===== src/rtl/utlb_walker.sv =====
//==============================================================================
// Module      : utlb_walker
// Description : Micro-TLB with a single-request lookup/refill walker.
//               A request is latched in IDLE and resolved in LOOKUP as one of:
//               user address error, unmapped window (direct offset mapping),
//               micro-TLB hit, or miss. A miss starts a refill handshake with
//               the main TLB. A found entry is installed round-robin and the
//               translation is then returned.
//               Each request produces exactly one single-cycle response.
// Ports       :
//   clk, res                      clock, synchronous active-high reset
//   req_valid/req_ready           request handshake (ready only in IDLE)
//   req_vaddr/req_write/req_user  virtual address, store flag, user-mode flag
//   resp_valid                    one-cycle response strobe
//   resp_paddr/resp_io/resp_exc   physical address, I/O window flag,
//                                 exception code
//   refill_req/refill_vpn         main-TLB request, held until refill_ack
//   refill_ack/refill_found       main-TLB response strobe and hit flag
//   refill_pfn/refill_v/refill_d  main-TLB PFN, valid bit, dirty bit
//   flush                         invalidate every micro-TLB entry
//   miss_count                    saturating micro-TLB miss counter
// Revision    : 1.0 - initial release
//==============================================================================
`default_nettype none

module utlb_walker #(
  parameter int ENTRY_ADDR_WIDTH = 2,
  parameter int CNT_WIDTH        = 16
) (
  input  logic                 clk,
  input  logic                 res,
  input  logic                 req_valid,
  output logic                 req_ready,
  input  logic [31:0]          req_vaddr,
  input  logic                 req_write,
  input  logic                 req_user,
  output logic                 resp_valid,
  output logic [31:0]          resp_paddr,
  output logic                 resp_io,
  output logic [2:0]           resp_exc,
  output logic                 refill_req,
  output logic [19:0]          refill_vpn,
  input  logic                 refill_ack,
  input  logic                 refill_found,
  input  logic [19:0]          refill_pfn,
  input  logic                 refill_v,
  input  logic                 refill_d,
  input  logic                 flush,
  output logic [CNT_WIDTH-1:0] miss_count
);

  localparam int ENTRY_COUNT = 2 ** ENTRY_ADDR_WIDTH;

  // Walker states
  localparam logic [1:0] C_ST_IDLE   = 2'd0;
  localparam logic [1:0] C_ST_LOOKUP = 2'd1;
  localparam logic [1:0] C_ST_REFILL = 2'd2;
  localparam logic [1:0] C_ST_RESP   = 2'd3;

  // Exception codes
  localparam logic [2:0] C_EXC_NONE     = 3'd0;
  localparam logic [2:0] C_EXC_TLBMISS  = 3'd1;
  localparam logic [2:0] C_EXC_TLBL     = 3'd2;
  localparam logic [2:0] C_EXC_TLBS     = 3'd3;
  localparam logic [2:0] C_EXC_MODIFIED = 3'd4;
  localparam logic [2:0] C_EXC_ADDRERR  = 3'd5;

  // Control state
  logic [1:0]                  r_state;
  logic [31:0]                 r_vaddr;
  logic                        r_write;
  logic                        r_user;
  logic [ENTRY_ADDR_WIDTH-1:0] r_victim;
  logic [CNT_WIDTH-1:0]        r_miss_count;
  logic                        r_resp_valid;
  logic [31:0]                 r_resp_paddr;
  logic                        r_resp_io;
  logic [2:0]                  r_resp_exc;
  logic                        r_refill_req;
  logic [19:0]                 r_refill_vpn;

  // Entry storage. Only the tag valid bits need a reset value; the payload
  // is never consulted while its tag is invalid.
  logic [ENTRY_COUNT-1:0]      r_tag_valid;
  logic [19:0]                 r_vpn [ENTRY_COUNT];
  logic [19:0]                 r_pfn [ENTRY_COUNT];
  logic [ENTRY_COUNT-1:0]      r_v;
  logic [ENTRY_COUNT-1:0]      r_d;

  // Lookup / result datapath
  logic                        w_hit;
  logic [19:0]                 w_hit_pfn;
  logic                        w_hit_v;
  logic                        w_hit_d;
  logic                        w_addrerr;
  logic                        w_unmapped;
  logic                        w_io;
  logic                        w_refill_write;
  logic [31:0]                 w_refill_paddr;
  logic [2:0]                  w_refill_exc;

  // Permission check shared by the hit path and the refill path.
  function automatic logic [2:0] perm_exc(input logic v, input logic d,
                                          input logic wr);
    logic [2:0] exc;
    exc = C_EXC_NONE;
    if (!v) begin
      exc = wr ? C_EXC_TLBS : C_EXC_TLBL;
    end else if (wr && !d) begin
      exc = C_EXC_MODIFIED;
    end
    return exc;
  endfunction

  // Fully associative match against the registered contents. A flush raised
  // in the LOOKUP cycle only takes effect at the clock edge, so the decision
  // made here always reflects pre-flush contents.
  always_comb begin
    w_hit     = 1'b0;
    w_hit_pfn = 20'd0;
    w_hit_v   = 1'b0;
    w_hit_d   = 1'b0;
    for (int i = 0; i < ENTRY_COUNT; i++) begin
      if (!w_hit && r_tag_valid[i] && (r_vpn[i] == r_vaddr[31:12])) begin
        w_hit     = 1'b1;
        w_hit_pfn = r_pfn[i];
        w_hit_v   = r_v[i];
        w_hit_d   = r_d[i];
      end
    end
  end

  assign w_addrerr  = r_user & r_vaddr[31];
  assign w_unmapped = (r_vaddr[31:30] == 2'b10);
  assign w_io       = (r_vaddr[31:29] == 3'b101);

  assign w_refill_write = (r_state == C_ST_REFILL) & refill_ack & refill_found;
  assign w_refill_paddr = refill_found ? {refill_pfn, r_vaddr[11:0]} : 32'd0;
  assign w_refill_exc   = refill_found ? perm_exc(refill_v, refill_d, r_write)
                                       : C_EXC_TLBMISS;

  // Walker FSM, response registers, counters and tag valid bits.
  always_ff @(posedge clk) begin
    if (res) begin
      r_state      <= C_ST_IDLE;
      r_vaddr      <= 32'd0;
      r_write      <= 1'b0;
      r_user       <= 1'b0;
      r_victim     <= '0;
      r_miss_count <= '0;
      r_resp_valid <= 1'b0;
      r_resp_paddr <= 32'd0;
      r_resp_io    <= 1'b0;
      r_resp_exc   <= 3'd0;
      r_refill_req <= 1'b0;
      r_refill_vpn <= 20'd0;
      r_tag_valid  <= '0;
    end else begin
      r_resp_valid <= 1'b0;

      // Flush first: a refill write later in this block overrides the
      // cleared bit of the victim entry, leaving the new entry valid.
      if (flush) begin
        r_tag_valid <= '0;
      end

      case (r_state)
        C_ST_IDLE: begin
          if (req_valid) begin
            r_vaddr <= req_vaddr;
            r_write <= req_write;
            r_user  <= req_user;
            r_state <= C_ST_LOOKUP;
          end
        end

        C_ST_LOOKUP: begin
          if (w_addrerr) begin
            r_resp_paddr <= 32'd0;
            r_resp_io    <= 1'b0;
            r_resp_exc   <= C_EXC_ADDRERR;
            r_resp_valid <= 1'b1;
            r_state      <= C_ST_RESP;
          end else if (w_unmapped) begin
            r_resp_paddr <= {3'b000, r_vaddr[28:0]};
            r_resp_io    <= w_io;
            r_resp_exc   <= C_EXC_NONE;
            r_resp_valid <= 1'b1;
            r_state      <= C_ST_RESP;
          end else if (w_hit) begin
            r_resp_paddr <= {w_hit_pfn, r_vaddr[11:0]};
            r_resp_io    <= w_io;
            r_resp_exc   <= perm_exc(w_hit_v, w_hit_d, r_write);
            r_resp_valid <= 1'b1;
            r_state      <= C_ST_RESP;
          end else begin
            if (r_miss_count != {CNT_WIDTH{1'b1}}) begin
              r_miss_count <= r_miss_count + CNT_WIDTH'(1);
            end
            r_refill_req <= 1'b1;
            r_refill_vpn <= r_vaddr[31:12];
            r_state      <= C_ST_REFILL;
          end
        end

        C_ST_REFILL: begin
          if (refill_ack) begin
            r_refill_req <= 1'b0;
            if (refill_found) begin
              r_tag_valid[r_victim] <= 1'b1;
              // ENTRY_COUNT is a power of two, so the wrap is implicit.
              r_victim <= r_victim + ENTRY_ADDR_WIDTH'(1);
            end
            r_resp_paddr <= w_refill_paddr;
            r_resp_io    <= w_io;
            r_resp_exc   <= w_refill_exc;
            r_resp_valid <= 1'b1;
            r_state      <= C_ST_RESP;
          end
        end

        C_ST_RESP: begin
          r_state <= C_ST_IDLE;
        end

        default: begin
          r_state <= C_ST_IDLE;
        end
      endcase
    end
  end

  // Entry payload, written only by a successful refill. Reset blocks the
  // write so that an abandoned refill leaves no trace.
  always_ff @(posedge clk) begin
    if (!res && w_refill_write) begin
      r_vpn[r_victim] <= r_refill_vpn;
      r_pfn[r_victim] <= refill_pfn;
      r_v[r_victim]   <= refill_v;
      r_d[r_victim]   <= refill_d;
    end
  end

  assign req_ready  = (r_state == C_ST_IDLE);
  assign resp_valid = r_resp_valid;
  assign resp_paddr = r_resp_paddr;
  assign resp_io    = r_resp_io;
  assign resp_exc   = r_resp_exc;
  assign refill_req = r_refill_req;
  assign refill_vpn = r_refill_vpn;
  assign miss_count = r_miss_count;

endmodule

`default_nettype wire

===== config.mk =====
export PLATFORM = sky130hd
export DESIGN_NAME = utlb_walker
export DESIGN_NICKNAME = d
export VERILOG_FILES = /design/src/rtl/utlb_walker.sv
export SDC_FILE = /design/constraint.sdc
export NUM_CORES = 1
export LEC_CHECK = 0
export CAP_MARGIN = 5
export CORE_AREA = 2 2 146 148
export CTS_CLUSTER_SIZE = 30
export DETAILED_ROUTE_END_ITERATION = 6
export DIE_AREA = 0 0 148 150
export PLACE_DENSITY = 0.82
export SYNTH_ARGS = -nofsm -noshare
export SYNTH_HDL_FRONTEND = slang
export SYNTH_SLANG_ARGS = --single-unit

===== constraint.sdc =====
create_clock -name clk -period 4 [get_ports clk]
set_input_delay 0.8 -clock clk [delete_from_list [all_inputs] [get_ports clk]]
set_output_delay 0.8 -clock clk [all_outputs]
set_load 0.01 [all_outputs]

After elaboration in Yosys (flattened, before gate mapping) --
Memories as Yosys holds them, arrays and structs flattened. Index checks and enable logic that the tools add are counted.
Cells by class: add/sub/neg operators 2, $lt $le $gt $ge 2, equal/unequal tests 16, mux-type cells 65, bitwise gates (word level) 7, reduce and logical (&&, ||, !) cells 26
Operators with widths (number):
- 32-bit two-way mux | 5
- 20-bit == test | 4
- 20-bit two-way mux | 4
- 32-bit case mux with 2 select lines | 1
- 1-bit two-way mux | 31
- 3-bit two-way mux | 9
- 4-bit two-way mux | 5
- 16-bit by 1-bit adder with 16-bit output (second input constant) | 1
- 16-bit != test (second input constant) | 1
- 1-bit logical AND | 11
- 2-bit != test (second input constant) | 5
- 5-bit AND reduction | 2
- 4-bit bitwise mux | 2
- 2-bit case mux with 4 select lines | 1
- 2-bit == test (second input constant) | 3
- 1-bit logical NOT | 6
- 1-bit case mux with 2 select lines | 3
- 3-bit case mux with 2 select lines | 1
- 3-bit AND reduction | 2
- 2-bit two-way mux | 2
- 4-bit != test (second input constant) | 1
- 4-bit OR | 1
- 2-bit AND reduction | 2
- 4-bit AND reduction | 1
- 10 further kinds | 14
Storage, ports and cells: register bits 124, RAM bits 160, output and inout bits 75, word-level logic and storage cells 135, memories 2
Memory list:
- r_pfn | words 4, bits a word 20, rd ports 4, clocked after Yosys merged registers in 0, wr ports 1, line 86 | logic [19:0] r_pfn [ENTRY_COUNT];
- r_vpn | words 4, bits a word 20, rd ports 4, clocked after Yosys merged registers in 0, wr ports 1, line 85 | logic [19:0] r_vpn [ENTRY_COUNT];

Logic depth before layout (Yosys ltp) --
An unclocked memory read counts as a cell.
word-level depth 24, depth in mapped cells 11, gate-level depth less buffers 8

Worst setup path before layout --
OpenSTA, ideal clock, no wires.
path kind input-to-reg, start input port res, end register r_d[0], enable pin, setup time 0.404 ns, data arrival time 2.179 ns, data required time 3.596 ns, path slack 1.417 ns, stages on the path 3, buffers on the path 1, cell sequence clkbuf_1 nor2_1 and2_1
Between the ends: cells in the longest elaborated chain, start to end 2
RTL lines:
- from (decl) | line 31 | input logic res,
- 1-bit logical NOT | line 236 | if (!res && w_refill_write) begin
- 1-bit logical AND | line 236
- to (signal, indexed assignment) | line 240 | r_d[r_victim] <= refill_d;
- to (decl) | line 88 | logic [ENTRY_COUNT-1:0] r_d;
Every way passes these cells. A chain may end at the register's enable or synchronous reset.

Worst setup path after layout --
start register r_vaddr[25], end register r_resp_paddr[15] (netlist: resp_paddr[15])
Between the ends: cells in the longest elaborated chain, start to end 19, elaborated cells between the ends (all ways) 28
RTL lines:
- from (decl) | line 70 | logic [31:0] r_vaddr;
- from (signal assigned) | line 170 | r_vaddr <= req_vaddr;
- 20-bit == test | line 124 | if (!w_hit && r_tag_valid[i] && (r_vpn[i] == r_vaddr[31:12])) begin
- 1-bit logical AND | line 124
- 1-bit two-way mux | line 124
- 1-bit logical NOT | line 124
- 1-bit logical AND (2 in series) | line 124
- 1-bit two-way mux | line 124
- 1-bit logical NOT | line 124
- 1-bit logical AND (2 in series) | line 124
- 1-bit two-way mux | line 124
- 1-bit logical NOT | line 124
- 1-bit logical AND (2 in series) | line 124
- 20-bit two-way mux | line 124
- 32-bit two-way mux | line 190 | end else if (w_hit) begin
- 32-bit two-way mux | line 184 | end else if (w_unmapped) begin
- 32-bit two-way mux | line 178 | if (w_addrerr) begin
- 32-bit case mux with 2 select lines | line 167 | case (r_state)
- to (signal assigned) | line 185 | r_resp_paddr <= {3'b000, r_vaddr[28:0]};
- to (signal assigned) | line 191 | r_resp_paddr <= {w_hit_pfn, r_vaddr[11:0]};
- to (signal assigned) | line 214 | r_resp_paddr <= w_refill_paddr;
- to (decl) | line 76 | logic [31:0] r_resp_paddr;
Several ways; a longest one is shown, not always the timed one. The select of a mux whose other input is x is not followed.

==> impl_metrics.ini <==
[logic_synthesis]
synthTopCellsByArea = edfxtp_1, dfxtp_1, xnor2_1
synth_top_area_share_pct = 42.31
syn-num-nets = 1076
synth_area_um2 = 11920
yosysTopAreaCell = edfxtp_1
ys_ff_latch = 284
ys_types = 55
ys_warn_count = 0
ys_seq_area_share_pct = 61.79
synth_area_per_cell_um2 = 11.85
syn_inst = 1006

[drt]
dr_wl_met3_um = 2066
vias = 8221
drt_iter0_markers = 662
dr_wl_met2_um = 14180
dr.pass1.iters = 5
detail_route.wl_per_cell_um = 20.47
viasPerCell = 5.839
route.detailed.drc = 0
met1_length_um = 11750
highest-signal-layer = met4
ant_nets = 0
drt-total-wl_um = 28820

[grt]
grt_pass1_wl_um = 44480
antenna_found_initial = 0
grt-ovfl-total = 0
grt_max_degree = 76
grt_pass1_vias = 8016
track_usage_pct = 25.73

[critical_path]
r2r_setup_slack_ns = 0.84
crit_path_end_kind = flop
cp.required_ns = 4.40
crit_arrival_ns = 3.56
crit_path_max_fanout = 17
critPathKind = reg2reg
critPathLaunchType = flop

[cts]
post_cts_buffers = 0
cts_made_buffers = 27
clockRootBuffer = clkbuf_16
clock-sinks = 284
path_clk_slew_ns = 0.06
cts-resized-gates = 0
clock_latency_ns = 0.53
htreeDepth = 1
clockBufferDepth = 3
cts_hold_buf = 0
cts_tree = yes

[power]
p_per_area_nw_per_um2 = 517.3
p_sw_mw = 2.118
total_power_mw = 7.346
p_seq_share_pct = 47.1
p_leak_nw = 4.960
p_clk_share_pct = 34.1
internal-power_mw = 5.228
ir_drop_mv = 0.3425
power.share.switching_pct = 28.83
pwr-share-comb_pct = 18.8

[final_layout]
nFillCells = 1451
syn_to_final_growth_pct = 19.10
nNetsFinal = 1183
num_antenna_cells = 0
drive_above_1_share_pct = 9.091
fin_util_pct = 68.63

[sta]
finalMaxSlewViolations = 0
skew_ns = 0.01322
rsz0062_at_grt = no
relSlewSlack_pct = 22.48
finalHoldViolations = 0
post-route-period-util_pct = 79.06
worstMarginPinSlew_ns = 1.163
period_needed_ns = 3.162
setup_viol = 0
fmax_ghz = 0.3162
setup_tns_ns = 0

[placement]
dp_hpwl_um = 18620
portBuffers = 136
globalplace.congestion = 0.8739

[floorplanning]
dieArea_um2 = 22200
dieHeight_um = 150
boundaryPins = 137
coreArea_um2 = 20690
fp.dieW_um = 148
initial_core_util_pct = 57.63
core.rowCount = 53

[run_status]
status = complete, no violations

[hold_path]
hold_path.class = reg2reg

[flow_run]
maxCapViolCount = 0
cells by family (layout without fill, tap and decap cells):
kind of cell / count (synthesis) / after routing / synth area share (%)
and+or+nand+nor: 350 / 350 / 14.67
DFF: 284 / 284 / 61.79
AOI/OAI and AO/OA: 133 / 133 / 7.483
buffers and inverters: 98 / 225 / 4.282
xor gates and xnor gates: 95 / 95 / 7.231
muxes: 38 / 38 / 3.704
adders and majority gates: 8 / 8 / 0.8396
worst max-delay path, cell delays in order, from the launching register on:
cell and delay [ns]:
dfxtp_1 0.65, xor2_1 0.13, nor4_1 0.36, and3_1 0.31, nand2_2 0.18, nand4_2 0.17, buf_4 0.21, nand4b_2 0.49
o311ai_0 0.51
final cells by class:
| class | instances | area, um2 | share of cell area (%) |
|---|---|---|---|
| sequential | 284 | 7367 | 51.88 |
| multi-input combinational | 624 | 4061 | 28.60 |
| timing repair buffer | 152 | 1479 | 10.42 |
| clock buffer | 34 | 711.9 | 5.014 |
| tap | 275 | 344.1 | 2.423 |
| clock inverter | 15 | 146.4 | 1.031 |
| inverter | 24 | 90.09 | 0.6344 |
sequential cells by signal, indices dropped and copies added, names as in the netlist:
register	flops
r_pfn	80
r_vpn	80
r_vaddr	32
resp_paddr	32
refill_vpn	20
miss_count	16
r_d	4
r_tag_valid	4
r_v	4
resp_exc	3
r_state	2
r_victim	2
r_user	1
r_write	1
refill_req	1
resp_io	1
resp_valid	1
worst paths after layout:
path	startpoint	depth (start not counted)	endpoint
worst min register to register	resp_paddr[0]$_SDFFE_PP0P_	2	resp_paddr[0]$_SDFFE_PP0P_
worst max-delay path	r_vaddr[25]$_SDFFE_PP0P_	8	resp_paddr[15]$_SDFFE_PP0P_
worst max register to register	r_vaddr[25]$_SDFFE_PP0P_	8	resp_paddr[15]$_SDFFE_PP0P_
worst min-delay path	resp_paddr[0]$_SDFFE_PP0P_	2	resp_paddr[0]$_SDFFE_PP0P_
power groups by stage:
stage / logic, mW / registers [mW] / clock network, mW
detailed placement: 1.37 / 3.52 / 0
finish: 1.38 / 3.46 / 2.51
floorplan: 0.919 / 3.42 / 0
global placement: 1.34 / 3.51 / 0
CTS: 1.38 / 3.46 / 2.52
global route: 1.50 / 3.48 / 2.62
synth_stat cells, drive strengths merged:
cell type / n
a211o: 3
a211oi: 21
a21boi: 1
a21o: 4
a21oi: 72
a221oi: 3
a22oi: 1
a31oi: 1
a32o: 1
a41oi: 1
and2: 9
and3: 13
and4: 2
and4b: 1
buf: 40
clkbuf: 34
dfxtp: 116
edfxtp: 168
ha: 8
inv: 24
mux2: 19
mux2i: 19
nand2: 131
nand2b: 3
nand3: 71
nand3b: 20
nand4: 22
nand4b: 1
nor2: 51
nor2b: 5
nor3: 8
nor3b: 1
nor4: 11
o2111ai: 1
o211ai: 1
o21ai: 5
o22ai: 1
o311ai: 17
or2: 1
xnor2: 72
xor2: 23
metrics by stage:
| step | setup slack (ns) | area [um2] | hold WS [ns] | instances |
|---|---|---|---|---|
| after global routing | 0.5876 | 14200 | 0.4794 | 1408 |
| after global placement | 0.9301 | 13340 | 0.4290 | 1359 |
| final | 0.8375 | 14200 | 0.4527 | 1408 |
| after CTS | 0.8941 | 14200 | 0.4523 | 1408 |
| after floorplan | 1.417 | 11920 | 0.4181 | 1006 |
| after detailed placement | 0.8861 | 13340 | 0.4369 | 1359 |
per-layer routing:
metal  track usage [%]  vias up
met5                 0        -
met4             8.238        0
met3             3.598       65
met2             43.24      367
met1             34.88     4006
li1                  -     3783
placed cells by master, fill, tap and decap left out, types with 5 or more instances in the layout:
master | synthesis | final
nand2_1 | 130 | 130
clkinv_2 | 0 | 5
and3_1 | 13 | 13
edfxtp_1 | 168 | 168
clkdlybuf4s50_1 | 0 | 135
mux2i_1 | 19 | 19
buf_4 | 5 | 17
nand4_1 | 19 | 19
nand3b_1 | 20 | 20
mux2_2 | 8 | 8
inv_1 | 24 | 24
o21ai_0 | 5 | 5
xor2_1 | 23 | 23
nor4_1 | 8 | 8
nor2_1 | 51 | 51
a211oi_2 | 11 | 11
o311ai_1 | 10 | 10
clkbuf_1 | 34 | 6
clkbuf_16 | 0 | 27
nand3_1 | 69 | 69
a211oi_1 | 10 | 10
mux2_4 | 10 | 10
ha_1 | 8 | 8
dfxtp_1 | 116 | 116
clkinv_1 | 0 | 6
o311ai_0 | 7 | 7
xnor2_1 | 68 | 68
nor3_1 | 8 | 8
a21oi_1 | 72 | 72
and2_1 | 9 | 5
Note: power is estimated with default switching activity, not from simulation.
